**src/rtl/parity_check_arbiter.sv**
```systemverilog
// Round-robin arbiter sharing one nibble parity evaluator among NUM_REQ requesters,
// with a saturating error counter and a sticky error LED.
module parity_check_arbiter #(
  parameter int  NUM_REQ    = 4,
  parameter int  ERR_CNT_W  = 8,
  parameter int  PARITY_ODD = 0,
  localparam int IDX_W      = $clog2(NUM_REQ)
) (
  input  logic                   clk,
  input  logic                   rst_n,
  input  logic [NUM_REQ-1:0]     req_valid,
  input  logic [4*NUM_REQ-1:0]   req_data,
  input  logic [NUM_REQ-1:0]     req_par,
  output logic [NUM_REQ-1:0]     req_ready,
  output logic                   res_valid,
  input  logic                   res_ready,
  output logic [IDX_W-1:0]       res_id,
  output logic                   res_parity,
  output logic                   res_err,
  input  logic                   clr_err,
  output logic [ERR_CNT_W-1:0]   err_cnt,
  output logic                   led
);

  typedef enum logic [1:0] {S_IDLE, S_GRANT, S_EVAL, S_RESP} state_e;

  localparam logic [ERR_CNT_W-1:0] ERR_MAX = {ERR_CNT_W{1'b1}};

  function automatic logic calc_parity(input logic [3:0] nib);
    calc_parity = (^nib) ^ 1'(PARITY_ODD);
  endfunction

  function automatic logic [NUM_REQ-1:0] onehot(input logic [IDX_W-1:0] idx);
    onehot = {{(NUM_REQ-1){1'b0}}, 1'b1} << idx;
  endfunction

  function automatic logic [IDX_W-1:0] next_idx(input logic [IDX_W-1:0] idx);
    next_idx = (idx == IDX_W'(NUM_REQ - 1)) ? {IDX_W{1'b0}} : idx + IDX_W'(1);
  endfunction

  state_e                 state_q, state_d;
  logic [IDX_W-1:0]       rr_ptr_q, rr_ptr_d;
  logic [IDX_W-1:0]       grant_q, grant_d;
  logic [3:0]             nib_q, nib_d;
  logic                   par_q, par_d;
  logic [NUM_REQ-1:0]     req_ready_q, req_ready_d;
  logic                   res_valid_q, res_valid_d;
  logic [IDX_W-1:0]       res_id_q, res_id_d;
  logic                   res_parity_q, res_parity_d;
  logic                   res_err_q, res_err_d;
  logic [ERR_CNT_W-1:0]   err_cnt_q, err_cnt_d;
  logic                   led_q, led_d;

  logic [IDX_W:0]         sum_s, cand_s;
  logic                   hit_s, found_s;
  logic [IDX_W-1:0]       pick_s;
  logic [ERR_CNT_W-1:0]   cnt_base_s;
  logic                   led_base_s;
  logic                   hs_err_s;

  // First pending requester at or after rr_ptr, wrapping modulo NUM_REQ.
  always_comb begin
    found_s = 1'b0;
    pick_s  = {IDX_W{1'b0}};
    sum_s   = '0;
    cand_s  = '0;
    hit_s   = 1'b0;
    for (int i = 0; i < NUM_REQ; i++) begin
      sum_s   = {1'b0, rr_ptr_q} + (IDX_W+1)'(i);
      cand_s  = (sum_s >= (IDX_W+1)'(NUM_REQ)) ? sum_s - (IDX_W+1)'(NUM_REQ) : sum_s;
      hit_s   = req_valid[cand_s[IDX_W-1:0]] & ~found_s;
      pick_s  = hit_s ? cand_s[IDX_W-1:0] : pick_s;
      found_s = found_s | hit_s;
    end
  end

  // Next-state and datapath for the GRANT/EVAL/RESP sequence and error tracking.
  always_comb begin
    state_d      = state_q;
    rr_ptr_d     = rr_ptr_q;
    grant_d      = grant_q;
    nib_d        = nib_q;
    par_d        = par_q;
    req_ready_d  = {NUM_REQ{1'b0}};
    res_valid_d  = res_valid_q;
    res_id_d     = res_id_q;
    res_parity_d = res_parity_q;
    res_err_d    = res_err_q;

    case (state_q)
      S_IDLE: begin
        if (found_s) begin
          state_d     = S_GRANT;
          grant_d     = pick_s;
          req_ready_d = onehot(pick_s);
        end else begin
          state_d = S_IDLE;
        end
      end
      S_GRANT: begin
        // A withdrawn request is dropped without advancing the pointer.
        if (req_valid[grant_q]) begin
          nib_d    = req_data[{grant_q, 2'b00} +: 4];
          par_d    = req_par[grant_q];
          rr_ptr_d = next_idx(grant_q);
          state_d  = S_EVAL;
        end else begin
          state_d = S_IDLE;
        end
      end
      S_EVAL: begin
        res_parity_d = calc_parity(nib_q);
        res_err_d    = calc_parity(nib_q) ^ par_q;
        res_id_d     = grant_q;
        res_valid_d  = 1'b1;
        state_d      = S_RESP;
      end
      S_RESP: begin
        if (res_ready) begin
          res_valid_d = 1'b0;
          state_d     = S_IDLE;
        end else begin
          state_d = S_RESP;
        end
      end
      default: begin
        res_valid_d = 1'b0;
        state_d     = S_IDLE;
      end
    endcase

    // Clear applies before the increment so a coincident error still counts.
    hs_err_s = res_valid_q & res_ready & res_err_q;
    if (clr_err) begin
      cnt_base_s = {ERR_CNT_W{1'b0}};
      led_base_s = 1'b0;
    end else begin
      cnt_base_s = err_cnt_q;
      led_base_s = led_q;
    end
    if (hs_err_s) begin
      err_cnt_d = (cnt_base_s == ERR_MAX) ? ERR_MAX : cnt_base_s + ERR_CNT_W'(1);
      led_d     = 1'b1;
    end else begin
      err_cnt_d = cnt_base_s;
      led_d     = led_base_s;
    end
  end

  // State and output registers with synchronous active-low reset.
  always_ff @(posedge clk) begin
    if (!rst_n) begin
      state_q      <= S_IDLE;
      rr_ptr_q     <= {IDX_W{1'b0}};
      grant_q      <= {IDX_W{1'b0}};
      nib_q        <= 4'h0;
      par_q        <= 1'b0;
      req_ready_q  <= {NUM_REQ{1'b0}};
      res_valid_q  <= 1'b0;
      res_id_q     <= {IDX_W{1'b0}};
      res_parity_q <= 1'b0;
      res_err_q    <= 1'b0;
      err_cnt_q    <= {ERR_CNT_W{1'b0}};
      led_q        <= 1'b0;
    end else begin
      state_q      <= state_d;
      rr_ptr_q     <= rr_ptr_d;
      grant_q      <= grant_d;
      nib_q        <= nib_d;
      par_q        <= par_d;
      req_ready_q  <= req_ready_d;
      res_valid_q  <= res_valid_d;
      res_id_q     <= res_id_d;
      res_parity_q <= res_parity_d;
      res_err_q    <= res_err_d;
      err_cnt_q    <= err_cnt_d;
      led_q        <= led_d;
    end
  end

  assign req_ready  = req_ready_q;
  assign res_valid  = res_valid_q;
  assign res_id     = res_id_q;
  assign res_parity = res_parity_q;
  assign res_err    = res_err_q;
  assign err_cnt    = err_cnt_q;
  assign led        = led_q;

endmodule

```
**config.mk**
```make
export PLATFORM = sky130hd
export DESIGN_NAME = parity_check_arbiter
export DESIGN_NICKNAME = d
export VERILOG_FILES = /design/src/rtl/parity_check_arbiter.sv
export SDC_FILE = /design/constraint.sdc
export NUM_CORES = 1
export LEC_CHECK = 0
export BUFFER_PORTS_ARGS = -buffer_cell sky130_fd_sc_hd__buf_2
export CORE_MARGIN = 3
export CORE_UTILIZATION = 35
export CTS_CLUSTER_DIAMETER = 150
export DETAILED_ROUTE_END_ITERATION = 10
export RECOVER_POWER = 100
export SLEW_MARGIN = 40
export SYNTH_ARGS = -nofsm -noshare
export SYNTH_HDL_FRONTEND = slang
export SYNTH_SLANG_ARGS = --single-unit
```
**constraint.sdc**
```tcl
create_clock -name clk -period 2.1 [get_ports clk]
set_clock_uncertainty 0.1 [all_clocks]
set_input_delay 0.42 -clock clk [delete_from_list [all_inputs] [get_ports clk]]
set_output_delay 0.42 -clock clk [all_outputs]
set_load 0.1 [all_outputs]
```
==> results.json <==
{
  "rsz0062_at_grt": "false",
  "ys_seq_area_share_pct": 37.6,
  "start_kind": "register",
  "grt_util_all_layers_pct": 13.6,
  "reg2reg_to": "err_cnt[1]",
  "drive_gt1_share_pct": 28.0,
  "period_share_pct": 85.0,
  "hold_class": "input pin to register",
  "use_met1_pct": 15.0,
  "period_needed_ps": 1780,
  "ff2ff_setup_slack_ps": 320,
  "p_leak_uw": 0.000808,
  "r2r_start": "err_cnt[0]",
  "root_buffer": "clkbuf_8",
  "setup_tns_ps": 0,
  "syn_to_final_growth_pct": 23.2,
  "post_cts_buffers": 0,
  "slew_headroom_pct": 63.8,
  "grt_most_used_layer": "met2",
  "met3_usage_pct": 4.16,
  "num_vias": 1325,
  "rows": 23,
  "max_freq_mhz": 560,
  "power.density_mw_per_mm2": 679,
  "htreeDepth": 2,
  "cp_data_required_time_ps": 2200,
  "drc": 0,
  "antenna_found_initial": 0,
  "die_x_um": 72.4,
  "drt_iter0_drc": 74,
  "grt_overflow_total": 0,
  "clk_pin_slew_worst_paths_ps": 60,
  "critPathCaptureType": "register",
  "maxCapViolations": 0,
  "min_from": "rst_n",
  "syn_inst": 159,
  "grt_pass1_wl_mm": 5.51,
  "ys_types": 45,
  "crit_family": "simple AND/OR/NAND/NOR gates",
  "port_buffers": 45,
  "cp_slowest_stage_delay_ps": 340,
  "syn_area_per_cell_um2": 9.72,
  "syn_area_mm2": 0.00155,
  "crit_buf_inv": 0,
  "io_pins": 46,
  "cp_max_fo": 5,
  "tightestPinTransition_ps": 546,
  "peakVddDrop_v": 0.000331,
  "core-area_mm2": 0.00412,
  "holdWs_ps": 379,
  "setup-violations-final": 0,
  "hold_path_depth": 2,
  "nets": 237,
  "critPathSlowestCell": "dfxtp_1",
  "grt_pass1_vias": 1266,
  "firstDrtPassIters": 4,
  "synth_edf_count": 0,
  "cts_tree": "done",
  "start_util_pct": 37.5,
  "yosysTopAreaCell": "dfxtp_1",
  "gr-usage-met2_pct": 23.7,
  "dp_hpwl_mm": 2.51,
  "vias_per_cell": 5.16,
  "cts_buffers": 5,
  "r2r_cells": 6,
  "die_y_um": 72.4,
  "clk_path_buf_depth": 2,
  "hold_viol": 0,
  "status": "complete, no violations",
  "cts_resized": 0,
  "postLayoutCoreUtil_pct": 46.2,
  "postRouteAntennaNets": 0,
  "dieArea_mm2": 0.00525,
  "yosys-top-cells-area": "dfxtp_1 38%, mux4_1 8.5%, nor2b_1 6.9%, mux2i_1 5.8%, nand2_1 3.2%",
  "worst_slack_ps": 316,
  "holdBufCountCts": 0,
  "cp_cell_sequence": "nor2b_1, ha_1, and3_1, nand2_1, or3_1, a31oi_1",
  "grt_start_max_net_pins": 20,
  "slew_violations": 0,
  "total_power_uw": 1290,
  "path_class": "register to register",
  "synth.top_cell.area_share_pct": 37.6,
  "synth_ff_type": "dfxtp_1",
  "wl_per_cell_um": 12.7,
  "gp_congestion": 0.880,
  "ys_warn_count": 0,
  "cp_data_arrival_time_ps": 1880,
  "ys_seq_elements": 29,
  "insertedDiodeCount": 0,
  "cts.sinks": 29,
  "routed_wl_mm": 3.27,
  "preCtsSetupSlack_ps": 123,
  "clk_latency_ps": 270,
  "synthArstFlopShare_pct": 0,
  "min_to": "err_cnt[4]",
  "syn-num-nets": 189
}
==> cell usage after synthesis, types with 3 or more instances <==
| cell | instances |
|---|---|
| nor2b_1 | 17 |
| xnor2_1 | 3 |
| dfxtp_1 | 29 |
| mux2i_1 | 9 |
| a31oi_1 | 3 |
| nand3_1 | 3 |
| nor3b_1 | 3 |
| or3_1 | 3 |
| inv_1 | 5 |
| and2_1 | 3 |
| o21ai_0 | 7 |
| a21oi_1 | 4 |
| nand4_1 | 3 |
| nand2b_1 | 4 |
| mux4_1 | 5 |
| clkbuf_1 | 5 |
| nor2_1 | 4 |
| nand2_1 | 13 |
==> metrics by stage <==
| step | cells | cell area [µm²] |
|---|---|---|
| detailed placement | 250 | 1820 |
| finish | 257 | 1900 |
| CTS | 257 | 1910 |
| floorplan | 159 | 1550 |
| global route | 257 | 1900 |
| global placement | 250 | 1820 |
==> routing by layer <==
layer / wire [µm] / vias to the layer above / share of wire [%]
li1: - / 684 / -
met5: 0 / - / 0
met2: 1600 / 43 / 49
met1: 1410 / 594 / 43
met3: 228 / 4 / 7.0
met4: 36 / 0 / 1.1
==> sequential cells by signal (all words and copies together) (netlist names) <==
| name | count |
|---|---|
| res_id | 2 |
| res_err | 1 |
| res_parity | 1 |
| err_cnt | 8 |
| rr_ptr_q | 2 |
| par_q | 1 |
| req_ready | 4 |
| led | 1 |
| res_valid | 1 |
| grant_q | 2 |
| state_q | 2 |
| nib_q | 4 |
==> worst reg2reg max path, delay by kind of cell, from the launching register on <==
kind | cells | cell delay, ps
simple gates | 4 | 840
flops | 1 | 340
compound gates | 1 | 160
fa+ha+maj | 1 | 280
==> logic make-up after synthesis <==
family	share of synthesized area, %
AOI/OAI and AO/OA	14.9
xor gates and xnor gates	1.70
adders and majority gates	1.62
buffers and inverters	3.48
DFF	37.6
muxes	15.8
and+or+nand+nor	24.9
==> layout make-up <==
type,count,area [µm²]
inverters,5,18.8
clock buffers,7,86.3
well taps,50,62.6
repair buffers,48,246
fillers,403,2210
flip-flops and latches,29,582
multi-input cells,118,907
==> worst max path at each step <==
stage / slack, ps / endpoint / depth (start not counted) / start
after floorplan: 5 / err_cnt[7] / 4 / res_valid
after global placement: 190 / err_cnt[1] / 7 / clr_err
after detailed placement: 120 / err_cnt[1] / 7 / clr_err
final: 320 / err_cnt[1] / 6 / err_cnt[0]
after global routing: 170 / err_cnt[1] / 6 / err_cnt[0]
after CTS: 330 / err_cnt[1] / 6 / err_cnt[0]
==> report_power, final <==
group | leakage (µW) | internal [µW] | switching [µW] | total, µW
combinational | 0.000528 | 96.8 | 144 | 240
sequential | 0.000236 | 575 | 22.1 | 598
clock | 0.0000443 | 259 | 194 | 454
==> cells in the final DEF, fill, tap and decap left out, drive strengths merged, types with 4 or more instances in the layout <==
cell    instances
nand2b          4
mux2i           9
nor2b          17
dfxtp          29
nand2          13
a21oi           4
clkbuf         26
mux4            6
o21ai           7
inv             5
nand3           4
nor2            4
buf            29
Power figures use the tool's default switching activity.
